<file path="config.mk">
export PLATFORM = sky130hd
export DESIGN_NAME = sdes_decrypt_seq
export DESIGN_NICKNAME = d
export VERILOG_FILES = /design/src/rtl/sdes_pkg.sv /design/src/rtl/sdes_fk.sv /design/src/rtl/sdes_decrypt_seq.sv
export SDC_FILE = /design/constraint.sdc
export NUM_CORES = 1
export LEC_CHECK = 0
export CAP_MARGIN = 20
export CORE_ASPECT_RATIO = 0.75
export CORE_UTILIZATION = 50
export CTS_CLUSTER_SIZE = 28
export DETAILED_ROUTE_END_ITERATION = 10
export GPL_TIMING_DRIVEN = 0
export PLACE_DENSITY_LB_ADDON = 0.05
export SYNTH_ARGS = -nofsm -noshare
export SYNTH_HDL_FRONTEND = slang
export SYNTH_SLANG_ARGS = --single-unit
</file>
<file path="constraint.sdc">
create_clock -name clk -period 2.4 [get_ports clk]
set_input_delay 0.48 -clock clk [delete_from_list [all_inputs] [get_ports clk]]
set_output_delay 0.48 -clock clk [all_outputs]
set_load 0.005 [all_outputs]
</file>
<file path="src/rtl/sdes_pkg.sv">
// S-DES constant tables, permutation helpers and FSM state type, shared by the
// sequential decryptor and the planned sequential encryptor.
package sdes_pkg;

   typedef enum logic [2:0] {
      IDLE,
      KEYGEN,
      ROUND_A,
      ROUND_B,
      DONE
   } state_t;

   // Zero-based source indices; index 0 is the MSB of each ascending vector.
   localparam logic [3:0] P10_T [10] = '{4'd2, 4'd4, 4'd1, 4'd6, 4'd3, 4'd9, 4'd0, 4'd8, 4'd7, 4'd5};
   localparam logic [3:0] P8_T  [8]  = '{4'd5, 4'd2, 4'd6, 4'd3, 4'd7, 4'd4, 4'd9, 4'd8};
   localparam logic [1:0] P4_T  [4]  = '{2'd1, 2'd3, 2'd2, 2'd0};
   localparam logic [2:0] IP_T  [8]  = '{3'd1, 3'd5, 3'd2, 3'd0, 3'd3, 3'd7, 3'd4, 3'd6};
   localparam logic [2:0] IPI_T [8]  = '{3'd3, 3'd0, 3'd2, 3'd4, 3'd6, 3'd1, 3'd7, 3'd5};
   localparam logic [1:0] EP_T  [8]  = '{2'd3, 2'd0, 2'd1, 2'd2, 2'd1, 2'd2, 2'd3, 2'd0};

   localparam logic [1:0] S0_T [4][4] = '{'{2'd1, 2'd0, 2'd3, 2'd2},
                                         '{2'd3, 2'd2, 2'd1, 2'd0},
                                         '{2'd0, 2'd2, 2'd1, 2'd3},
                                         '{2'd3, 2'd1, 2'd3, 2'd2}};
   localparam logic [1:0] S1_T [4][4] = '{'{2'd0, 2'd1, 2'd2, 2'd3},
                                         '{2'd2, 2'd0, 2'd1, 2'd3},
                                         '{2'd3, 2'd0, 2'd1, 2'd0},
                                         '{2'd2, 2'd1, 2'd0, 2'd3}};

   // Outputs are built by shifting bits in, avoiding variable bit-selects.
   function automatic logic [0:9] p10(input logic [0:9] x);
      logic [0:9] y;
      y = '0;
      for (int unsigned i = 0; i < 10; i++) y = {y[1:9], x[P10_T[i]]};
      return y;
   endfunction

   function automatic logic [0:7] p8(input logic [0:9] x);
      logic [0:7] y;
      y = '0;
      for (int unsigned i = 0; i < 8; i++) y = {y[1:7], x[P8_T[i]]};
      return y;
   endfunction

   function automatic logic [0:3] p4(input logic [0:3] x);
      logic [0:3] y;
      y = '0;
      for (int unsigned i = 0; i < 4; i++) y = {y[1:3], x[P4_T[i]]};
      return y;
   endfunction

   function automatic logic [0:7] ip(input logic [0:7] x);
      logic [0:7] y;
      y = '0;
      for (int unsigned i = 0; i < 8; i++) y = {y[1:7], x[IP_T[i]]};
      return y;
   endfunction

   function automatic logic [0:7] ip_inv(input logic [0:7] x);
      logic [0:7] y;
      y = '0;
      for (int unsigned i = 0; i < 8; i++) y = {y[1:7], x[IPI_T[i]]};
      return y;
   endfunction

   function automatic logic [0:7] ep(input logic [0:3] x);
      logic [0:7] y;
      y = '0;
      for (int unsigned i = 0; i < 8; i++) y = {y[1:7], x[EP_T[i]]};
      return y;
   endfunction

   // Rotate each 5-bit half of the key left by one.
   function automatic logic [0:9] ls1(input logic [0:9] x);
      return {x[1:4], x[0], x[6:9], x[5]};
   endfunction

endpackage

</file>
<file path="src/rtl/sdes_fk.sv">
// S-DES round function fk: (L,R) -> (L xor F(R,sk), R). Purely combinational.
module sdes_fk
   import sdes_pkg::*;
(
   input  logic [0:7] din,
   input  logic [0:7] sk,
   output logic [0:7] dout
);

   logic [0:7] e;
   logic [0:1] s0, s1;

   always_comb begin
      e    = ep(din[4:7]) ^ sk;
      // Row from outer bits, column from inner bits of each half.
      s0   = S0_T[{e[0], e[3]}][{e[1], e[2]}];
      s1   = S1_T[{e[4], e[7]}][{e[5], e[6]}];
      dout = {din[0:3] ^ p4({s0, s1}), din[4:7]};
   end

endmodule

</file>
<file path="src/rtl/sdes_decrypt_seq.sv">
// Sequential S-DES decryptor: keygen, two fk rounds (K2 then K1) through one
// shared fk instance, then a held result with valid/ready handshake.
module sdes_decrypt_seq
   import sdes_pkg::*;
(
   input  logic       clk,
   input  logic       rst_n,
   input  logic [0:9] key,
   input  logic [0:7] ciphertext,
   input  logic       in_valid,
   output logic       in_ready,
   output logic [0:7] plaintext,
   output logic       out_valid,
   input  logic       out_ready
);

   state_t     state, next_state;
   logic [0:9] key_r, ls_key;
   logic [0:7] ct_r, k1, k2, mid_r;
   logic [0:7] fk_in, fk_key, fk_out;

   always_ff @(posedge clk) begin
      if (!rst_n) state <= IDLE;
      else        state <= next_state;
   end

   always_comb begin
      next_state = state;
      case (state)
         IDLE:    if (in_valid) next_state = KEYGEN;
         KEYGEN:  next_state = ROUND_A;
         ROUND_A: next_state = ROUND_B;
         ROUND_B: next_state = DONE;
         DONE:    if (out_ready) next_state = IDLE;
         default: next_state = IDLE;
      endcase
   end

   assign in_ready  = (state == IDLE);
   assign out_valid = (state == DONE);
   assign ls_key    = ls1(p10(key_r));

   // ROUND_B feeds the nibble-swapped first-round result and uses K1.
   always_comb begin
      fk_in  = ip(ct_r);
      fk_key = k2;
      if (state == ROUND_B) begin
         fk_in  = {mid_r[4:7], mid_r[0:3]};
         fk_key = k1;
      end
   end

   sdes_fk u_fk (
      .din  (fk_in),
      .sk   (fk_key),
      .dout (fk_out)
   );

   always_ff @(posedge clk) begin
      if (!rst_n) begin
         key_r     <= '0;
         ct_r      <= '0;
         k1        <= '0;
         k2        <= '0;
         mid_r     <= '0;
         plaintext <= '0;
      end else begin
         case (state)
            IDLE: begin
               if (in_valid) begin
                  key_r <= key;
                  ct_r  <= ciphertext;
               end
            end
            KEYGEN: begin
               k1 <= p8(ls_key);
               k2 <= p8(ls1(ls1(ls_key)));
            end
            ROUND_A: mid_r     <= fk_out;
            ROUND_B: plaintext <= ip_inv(fk_out);
            default: ;
         endcase
      end
   end

endmodule

</file>
# After elaboration in Yosys (flattened, before gate mapping)
# Index checks and enable logic that the tools add are counted.
# W data, S select, Z words.
[word_totals]
out_inout_bits = 10
in_bits = 22
register_bits = 53
elab_cells = 43
[classes]
n_reduce_logical = 3
order_cmp = 4
eq_ne = 6
mux = 17
bitwise = 6
[ops]
columns = ["operator", "n"]
rows = [
  ["$mux W8", 6],
  ["$bmux W8 S2", 2],
  ["$pmux W3 S5", 1],
  ["$ge A3 B3 Y1 const B", 4],
  ["$not A2 Y3", 4],
  ["$bmux W2 S2", 2],
  ["$mux W2", 4],
  ["$xor A8 B8 Y8", 1],
  ["$eq A3 B2 Y1 const B", 2],
  ["$mux W3", 2],
  ["$reduce_and A2 Y1", 2],
  ["$xor A4 B4 Y4", 1],
  ["$eq A3 B1 Y1 const B", 1],
  ["$eq A3 B3 Y1 const B", 1],
  ["$logic_not A3 Y1", 1],
  ["$ne A2 B1 Y1 const B", 1],
  ["$ne A2 B2 Y1 const B", 1],
]

# Longest topological paths before layout
# Gate-level depths: netlist of run 1.
[depth]
ltp_word = 11
ltp_mapped = 10
mapped_depth_nobuf = 7

# By module
# From an unflattened synthesis of run 1, not the netlist that was laid out.
[unflattened]
cells_unflattened = 240
hier_area_um2 = 2353.5
[modules_own_cells]
columns = ["mod", "cells_per_inst", "instances", "area_per_inst_um2", "seq_area_each_um2"]
rows = [
  ["sdes_decrypt_seq", 204, 1, 2034.5, 940.9],
  ["sdes_fk", 36, 1, 319.1, 0.0],
]

# Worst setup path after synthesis of run 1
# No wires, ideal clock.
[synth_path]
kind = "register to register"
startpoint = "reg state[2]"
endpoint = "reg mid_r[3] in the netlist's numbering"
required_ps = 2276
arrival_ps = 1999
path_buffers = 1
period_less_slack_ps = 2124
slack_ps = 276
setup_ps = 124
path_stages_with_launch = 9
cell_sequence = "dfxtp_1 nand3b_4 buf_12 mux2i_1 ha_1 o21bai_1 a22oi_1 nor4b_1 a2111o_1"
[synth_via]
elab_chain_len = 11
word_cells_on_any_way = 14
cone_classes = "eq/ne (2); mux (8); bitwise (4)"
[synth_rtl]
columns = ["item", "line", "rtl"]
rows = [
  ["from (decl)", "sdes_decrypt_seq.sv:17", "state_t state, next_state;"],
  ["from (signal assigned)", "sdes_decrypt_seq.sv:24", "else state <= next_state;"],
  ["$eq A3 B2 Y1", "sdes_decrypt_seq.sv:47", "if (state == ROUND_B) begin"],
  ["$mux W8", "sdes_decrypt_seq.sv:47", ""],
  ["$xor A8 B8 Y8", "sdes_fk.sv:14", "e = ep(din[4:7]) ^ sk;"],
  ["$not A2 Y3 (implied by the code)", "sdes_fk.sv:16", "s0 = S0_T[{e[0], e[3]}][{e[1], e[2]}];"],
  ["$bmux W8 S2", "sdes_fk.sv:16", ""],
  ["$mux W8 (implied by the code) (2 in series)", "sdes_fk.sv:16", ""],
  ["$bmux W2 S2", "sdes_fk.sv:16", ""],
  ["$mux W2 (implied by the code) (2 in series)", "sdes_fk.sv:16", ""],
  ["$xor A4 B4 Y4", "sdes_fk.sv:18", "dout = {din[0:3] ^ p4({s0, s1}), din[4:7]};"],
  ["to (signal assigned)", "sdes_decrypt_seq.sv:79", "ROUND_A: mid_r <= fk_out;"],
  ["to (decl)", "sdes_decrypt_seq.sv:19", "logic [0:7] ct_r, k1, k2, mid_r;"],
]
# Parallel ways exist; a longest one is shown, timed or not. The select of a mux whose other input is x is not followed.
# A chain may end at the register's enable or synchronous reset.

# Worst setup path after layout of run 1
[layout_path]
startpoint = "reg state[0]"
endpoint = "reg mid_r[3] in the netlist's numbering"
# Same word-level chain as after synthesis.

==> flow_metrics.env, run 1 <==
export IMPL_status="finished clean"
export IMPL_switching_power_w=0.000515
export IMPL_wl_met2_um=1960
export IMPL_leakage_nw=1.10
export IMPL_grt_pass1_vias=1577
export IMPL_cts_tree="built"
export IMPL_wl_met1_um=2600
export IMPL_netlist_instances=256
export IMPL_vdd_drop_max_uv=377
export IMPL_worstPathCellList="buf_2 > nand3b_4 > buf_12 > mux2i_2 > ha_1 > o21bai_1 > a22oi_2 > nor4b_1 > a2111o_1"
export IMPL_fin_ws_ps=168
export IMPL_synth_top_cell_area_share=0.414
export IMPL_synth_ff_type="dfxtp_1"
export IMPL_cp_max_fo=10
export IMPL_wl_met3_um=222
export IMPL_startpoint_type="register"
export IMPL_clockBufferDepth=2
export IMPL_rsz0062_at_grt="false"
export IMPL_antenna_found_initial=0
export IMPL_synth_async_sr_flop_share=0
export IMPL_power_frac_comb=0.221
export IMPL_overflow=0
export IMPL_fin_crit_ps=2230
export IMPL_p_int_w=0.00125
export IMPL_core_area_sq_um=4200
export IMPL_cts_clk_slew_worst_paths_ps=90
export IMPL_synth_area_sq_um=2270
export IMPL_htreeDepth=2
export IMPL_synth_cell_type_count=37
export IMPL_worst_slew_margin_rel=0.526
export IMPL_ys_warn_count=0
export IMPL_place_hpwl_um=3700
export IMPL_num_antenna_cells=0
export IMPL_cp_top_family="compound AO/OA/AOI/OAI gates"
export IMPL_place_ws_ps=-20.4
export IMPL_hold_buffers=0
export IMPL_grt_first_pass_wirelength_um=7930
export IMPL_start_util=0.540
export IMPL_dr_pass1_iters=5
export IMPL_skew_ps=8.44
export IMPL_ant_nets=0
export IMPL_hp_class="reg2reg"
export IMPL_cts_sinks=47
export IMPL_routed_top_layer="met4"
export IMPL_die_area_sq_um=4820
export IMPL_die_y_um=60.4
export IMPL_critPathKind="reg2reg"
export IMPL_grtUsageTotal=0.224
export IMPL_cpPeakStageDelay_ps=310
export IMPL_gp_congestion=0.890
export IMPL_synthTopCellsByArea="dfxtp_1, mux2i_1, nand2_1, a21oi_1, xor2_1"
export IMPL_p_per_area_nw_per_um2=639
export IMPL_drc=0
export IMPL_area_delta_synth_final_pct=21.3
export IMPL_maxCapViolations=0
export IMPL_wl_per_cell_um=13.8
export IMPL_route_final_wire_length_um=4820
export IMPL_io_buffer_count=30
export IMPL_chipWidth_um=79.8
export IMPL_via_per_inst=5.11
export IMPL_hold_viol=0
export IMPL_n_fill_cell=377
export IMPL_synth_edf_count=0
export IMPL_worstPathArrival_ps=2420
export IMPL_avgSynthCellArea_sq_um=8.87
export IMPL_slowest_stage="dfxtp_1"
export IMPL_ys_ff_latch=47
export IMPL_finalMaxSlewViolations=0
export IMPL_grt_max_degree=16
export IMPL_clk_latency_ps=300
export IMPL_crit_buf_inv=2
export IMPL_cts_root_buffer="clkbuf_8"
export IMPL_drive_above_1_share=0.0850
export IMPL_p_seq_frac=0.493
export IMPL_cts_buffers_inserted=5
export IMPL_setup_viol=0
export IMPL_fin_nets=318
export IMPL_cts_setup_buffers=0
export IMPL_endpoint_kind="register"
export IMPL_fmax_mhz=448
export IMPL_switching_share=0.293
export IMPL_cts_resized_gates=1
export IMPL_drtIter0Drc=111
export IMPL_tightest_slew_ps=711
export IMPL_mappedNetlistNets=281
export IMPL_p_clk_frac=0.286
export IMPL_worstPathRequired_ps=2590
export IMPL_vias=1783
export IMPL_whs_ps=454
export IMPL_num_rows=20
export IMPL_seq_area_frac_synth=0.414
export IMPL_ioPinCount=32
export IMPL_yosysTopAreaCell="dfxtp_1"
export IMPL_finalCritPeriodShare=0.930
logic make-up after synthesis:
logic type / count (synthesis) / share of synthesized area
simple gates: 95 / 0.187
flops: 47 / 0.414
compound gates: 42 / 0.111
mux: 31 / 0.152
xor+xnor: 21 / 0.0810
buf+inv: 17 / 0.0375
fa+ha+maj: 3 / 0.0165
Yosys cell counts, drive strengths merged (2+ instances only):
| cell type | instances |
|---|---|
| o21bai | 2 |
| nand2 | 52 |
| xor2 | 13 |
| buf | 8 |
| a21oi | 24 |
| nand3 | 2 |
| nor2 | 22 |
| mux2 | 2 |
| mux2i | 29 |
| o22ai | 2 |
| nor3 | 5 |
| dfxtp | 47 |
| xnor2 | 8 |
| clkbuf | 8 |
| a211oi | 5 |
| and3 | 2 |
| and2 | 2 |
| ha | 3 |
| o21ai | 6 |
| nor3b | 4 |
per-stage QoR:
step | TNS [ps] | cells | util | power (W) | cell area (sq um)
2_1_floorplan | 0 | 256 | - | 0.00115 | 2270
5_1_grt | 0 | 349 | 0.655 | 0.00186 | 2760
4_1_cts | 0 | 349 | 0.652 | 0.00177 | 2740
3_5_place_dp | -21.9 | 341 | 0.628 | 0.00127 | 2640
3_3_place_gp | -37.9 | 341 | 0.628 | 0.00126 | 2640
6_report | 0 | 349 | 0.655 | 0.00176 | 2760
state kept, by name (all words and copies together) (netlist names):
register,flops
key_r,10
ct_r,8
mid_r,8
plaintext,8
k1,7
k2,3
state,3
area by class of cell:
type / count / area (sq um) / share of cell area
multi-input cells: 192 / 1260 / 0.456
inverters: 1 / 3.75 / 0.00136
repair buffers: 30 / 300 / 0.109
clock buffers: 6 / 82.6 / 0.0300
well taps: 55 / 68.8 / 0.0250
flip-flops and latches: 47 / 942 / 0.342
plain buffers: 16 / 83.8 / 0.0304
clock inverters: 2 / 16.3 / 0.00590
worst min-delay path: stages, from the launching register on:
cell and delay (ps):
dfxtp_1 310, nand2_1 50, a21oi_1 50
final timing paths:
kind | from | end | slack (ps) | cells past startpoint
setup / recovery | state[0]$_SDFFE_PN0P_ | mid_r[3]$_SDFFE_PN0P_ | 170 | 9
setup reg to reg | state[0]$_SDFFE_PN0P_ | mid_r[3]$_SDFFE_PN0P_ | 170 | 9
hold / removal | plaintext[3]$_SDFFE_PN0P_ | plaintext[3]$_SDFFE_PN0P_ | 450 | 2
hold reg to reg | plaintext[3]$_SDFFE_PN0P_ | plaintext[3]$_SDFFE_PN0P_ | 450 | 2
placed cells by master (no fill, tap or decap), types with 2 or more instances in the layout:
cell             count
clkbuf_8             6
nor3b_1              4
buf_1                3
ha_1                 3
a21oi_1             24
o21bai_1             2
o21ai_1              2
buf_2                3
nor3_1               5
nor2_1              22
nand2_1             52
mux2i_1             24
xnor2_1              8
and3_1               2
clkbuf_1             8
nand3_1              2
clkdlybuf4s50_1     30
a211oi_1             3
o22ai_1              2
dfxtp_1             46
mux2i_2              3
mux2i_4              2
and2_1               2
o21ai_0              4
xor2_1              13
a211oi_2             2
metal layers:
metal | global-route usage | vias to the layer above
li1 | - | 943
met1 | 0.330 | 799
met2 | 0.325 | 36
met3 | 0.0617 | 5
met4 | 0.0536 | 0
met5 | 0 | -
power by group through the flow:
stage | clock network, W | registers (W) | logic, W
finish | 0.000504 | 0.000868 | 0.000389
detailed placement | 0 | 0.000885 | 0.000382
global placement | 0 | 0.000884 | 0.000377
CTS | 0.000521 | 0.000867 | 0.000384
floorplan | 0 | 0.000869 | 0.000282
global route | 0.000551 | 0.000874 | 0.000433
Power figures use the tool's default switching activity.
==> run 2, diff against run 1 <==
--- a/config.mk
+++ b/config.mk
@@ -5,9 +5,11 @@
 export SDC_FILE = /design/constraint.sdc
 export NUM_CORES = 1
 export LEC_CHECK = 0
+export ABC_AREA = 1
 export CAP_MARGIN = 20
 export CORE_ASPECT_RATIO = 0.75
 export CORE_UTILIZATION = 50
+export CTS_CLUSTER_DIAMETER = 100
 export CTS_CLUSTER_SIZE = 28
 export DETAILED_ROUTE_END_ITERATION = 10
 export GPL_TIMING_DRIVEN = 0
==> constraint.sdc (replaced) <==
create_clock -name clk -period 2.85 [get_ports clk]
set_input_delay 0.57 -clock clk [delete_from_list [all_inputs] [get_ports clk]]
set_output_delay 0.57 -clock clk [all_outputs]
set_load 0.005 [all_outputs]
==> run 2 against run 1 <==
  * Count of clock-buffer cells in the layout stayed put
  * Critical path depth is 4 lower
  * Flip-flop and latch count stayed put
  * Clock skew is 0.93 ps lower
  * Non-clock buffer count is 1 higher
  * Setup slack better by 130 ps
  * Register-to-register slack better by 390 ps
  * Critical endpoint is now in_ready
  * Largest cell class unchanged
  * Largest power group unchanged
  * Highest routed layer unchanged
==> flow_metrics.env, run 2 <==
export IMPL_synth_most_common_cell="nand2_1"
export IMPL_synth_cell_type_count=24
export IMPL_largest_reg_flops=10
export IMPL_via_per_inst=5.10
export IMPL_drive_above_1_share=0.0754
export IMPL_globalRoute_busiestLayer="met1"
export IMPL_status="finished clean"
export IMPL_grtUsageTotal=0.256
export IMPL_vdd_drop_max_uv=287
export IMPL_power_w=0.00167
export IMPL_vias=2320
export IMPL_leakage_nw=1.33
export IMPL_hp_class="reg2reg"
export IMPL_grt_first_pass_wirelength_um=9410
export IMPL_gp_congestion=0.858
export IMPL_tightest_slew_ps=604
export IMPL_worst_hold_startpoint="ct_r[5]$_SDFFE_PN0P_"
export IMPL_rr_worst_depth=18
export IMPL_hold_buffers=0
export IMPL_start_util=0.528
export IMPL_p_int_w=0.00115
export IMPL_grt_met1_usage=0.375
export IMPL_setup_tns_ps=0
export IMPL_endpoint_kind="primary output"
export IMPL_n_fill_cell=446
export IMPL_r2r_start="state[1]$_SDFFE_PN0P_"
export IMPL_chipWidth_um=81.8
export IMPL_reg2reg_slack_ps=560
export IMPL_synth_area_sq_um=2390
export IMPL_final_cell_mix="nand2_1, inv_1, dfxtp_1"
export IMPL_yosysTopAreaCell="dfxtp_1"
export IMPL_route_final_wire_length_um=5700
export IMPL_core_area_sq_um=4520
export IMPL_finalCritPeriodShare=0.896
export IMPL_grt_max_degree=16
export IMPL_num_rows=21
export IMPL_maxCapViolations=0
export IMPL_whs_endpoint="ct_r[5]$_SDFFE_PN0P_"
export IMPL_die_y_um=61.8
export IMPL_regMostFlops="key_r"
export IMPL_fin_cells=455
export IMPL_area_delta_synth_final_pct=21.1
export IMPL_num_antenna_cells=0
export IMPL_skew_ps=7.51
export IMPL_synth_ff_type="dfxtp_1"
export IMPL_htreeDepth=2
export IMPL_avgSynthCellArea_sq_um=6.65
export IMPL_overflow=0
export IMPL_synth_edf_count=0
export IMPL_grt_pass1_vias=2048
export IMPL_wl_per_cell_um=12.5
export IMPL_ioPinCount=32
export IMPL_ys_warn_count=0
export IMPL_slowest_stage="clkdlybuf4s50_1"
export IMPL_synth_top_cell_area_share=0.394
export IMPL_critPathKind="reg2out"
export IMPL_r2r_end="mid_r[3]$_SDFFE_PN0P_"
export IMPL_p_per_area_nw_per_um2=576
export IMPL_seq_area_frac_synth=0.394
export IMPL_hold_viol=0
export IMPL_switching_power_w=0.000513
export IMPL_die_area_sq_um=5060
export IMPL_mappedNetlistNets=384
export IMPL_p_clk_frac=0.317
export IMPL_cts_buffers_inserted=5
export IMPL_clk_latency_ps=310
export IMPL_antenna_found_initial=0
export IMPL_clockBufferDepth=2
export IMPL_p_seq_frac=0.440
export IMPL_dp_cells=447
export IMPL_cts_root_buffer="clkbuf_8"
export IMPL_cp_max_fo=10
export IMPL_ant_nets=0
export IMPL_rsz0062_at_grt="false"
export IMPL_drtIter0Drc=151
export IMPL_cts_tree="built"
export IMPL_synth_async_sr_flop_share=0
export IMPL_layout_commonest_cell="nand2_1"
export IMPL_ys_ff_latch=47
export IMPL_worst_slew_margin_rel=0.596
export IMPL_place_hpwl_um=4480
export IMPL_io_buffer_count=31
export IMPL_finalMaxSlewViolations=0
export IMPL_netlist_instances=359
export IMPL_cts_sinks=47
export IMPL_worstPathArrival_ps=1980
export IMPL_crit_path_frequent_cell="nor2_1"
export IMPL_drc=0
export IMPL_dr_pass1_iters=5
export IMPL_grtUsageMet2=0.370
export IMPL_fmax_mhz=391
export IMPL_fin_nets=422
export IMPL_synth_commonest_cells="nand2_1, dfxtp_1, inv_1"
export IMPL_fin_crit_ps=2550
export IMPL_setup_viol=0
export IMPL_power_frac_comb=0.243
export IMPL_grt_use_met3=0.0540
export IMPL_startpoint_type="register"
export IMPL_cpPeakStageDelay_ps=540
export IMPL_switching_share=0.308
export IMPL_worstPathCellList="nor2_1 > inv_1 > nor2_1 > clkbuf_2 > clkdlybuf4s50_1"
export IMPL_synthTopCellsByArea="dfxtp_1, nand2_1, inv_1, a21oi_1, nand3_1"
export IMPL_worstPathRequired_ps=2280
export IMPL_hold_path_depth=2
export IMPL_cts_clk_slew_worst_paths_ps=90
## run 2: changes by cell type in the layout (fill, tap and decap cells not counted), moves of 8 or more
cell / change
mux2i_1: -24
a21oi_1: +11
inv_1: +46
xor2_1: -11
nand3_1: +28
o21ai_0: +17
nand2_1: +58
xnor2_1: -8
## run 2: cell families (layout without fill, tap and decap cells)
kind of cell             count (synthesis)  after routing  synth area share
flip-flops                              47             47             0.394
adder cells (fa/ha/maj)                  3              3            0.0157
AO/OA/AOI/OAI                           68             68             0.153
AND/OR/NAND/NOR                        171            171             0.302
XOR/XNOR                                 4              4            0.0210
buffers and inverters                   66            105             0.114
## run 2: worst max-delay path, delay by kind of cell (launching register included)
kind | cells | cell delay [ps]
flops | 1 | 390
buf+inv | 3 | 900
simple gates | 2 | 380
## run 2: timing repair
action | CTS | global route
buffers inserted | 0 | 0
endpoints found under the setup margin | 0 | 1
gates resized for setup | 0 | 2
## run 2: stage by stage
stage | worst slack [ps] | instance area [sq um] | hold slack (ps) | util
floorplan | 925 | 2390 | 430 | -
global placement | 537 | 2770 | 443 | 0.612
detailed placement | 506 | 2770 | 450 | 0.612
CTS | 154 | 2890 | 463 | 0.639
global route | 150 | 2890 | 483 | 0.640
finish | 295 | 2890 | 457 | 0.640
## run 2: final cells by class
cell class                 count  area, sq um  area share
buffer                        16         86.3      0.0299
clock buffer                   6         82.6      0.0286
clock inverter                 2         38.8      0.0134
inverter                      50          188      0.0649
multi-input combinational    246         1170       0.406
sequential                    47          941       0.326
tap                           57         71.3      0.0247
timing repair buffer          31          310       0.107
## run 2: how the worst max path moves through the flow
| stage | cells after the start | startpoint | end |
|---|---|---|---|
| detailed placement | 5 | state[0]$_SDFFE_PN0P_ | in_ready |
| CTS | 5 | state[0]$_SDFFE_PN0P_ | in_ready |
| global route | 5 | state[0]$_SDFFE_PN0P_ | in_ready |
| finish | 5 | state[0]$_SDFFE_PN0P_ | in_ready |
| floorplan | 18 | state[1]$_SDFFE_PN0P_ | mid_r[3]$_SDFFE_PN0P_ |
| global placement | 5 | state[0]$_SDFFE_PN0P_ | in_ready |
## run 2: power groups by stage
stage / registers, W / logic, W / clock network, W
after floorplan: 0.000741 / 0.000292 / 0
after global placement: 0.000747 / 0.000393 / 0
after detailed placement: 0.000748 / 0.000401 / 0
after CTS: 0.000732 / 0.000403 / 0.000536
after global routing: 0.000738 / 0.000461 / 0.000567
final: 0.000733 / 0.000405 / 0.000528
## run 2: routing by layer
layer | wire, um | up-vias | share of wire
li1 | - | 1215 | -
met1 | 3050 | 1046 | 0.54
met2 | 2260 | 49 | 0.40
met3 | 299 | 10 | 0.052
met4 | 87 | 0 | 0.015
met5 | 0 | - | 0
==> run 3, diff against run 2 <==
--- a/config.mk
+++ b/config.mk
@@ -14,6 +14,7 @@
 export DETAILED_ROUTE_END_ITERATION = 10
 export GPL_TIMING_DRIVEN = 0
 export PLACE_DENSITY_LB_ADDON = 0.05
+export SLEW_MARGIN = 20
 export SYNTH_ARGS = -nofsm -noshare
 export SYNTH_HDL_FRONTEND = slang
 export SYNTH_SLANG_ARGS = --single-unit
==> results of run 3 <==
No change in the layout: final DEF, timing and power equal those of run 2.
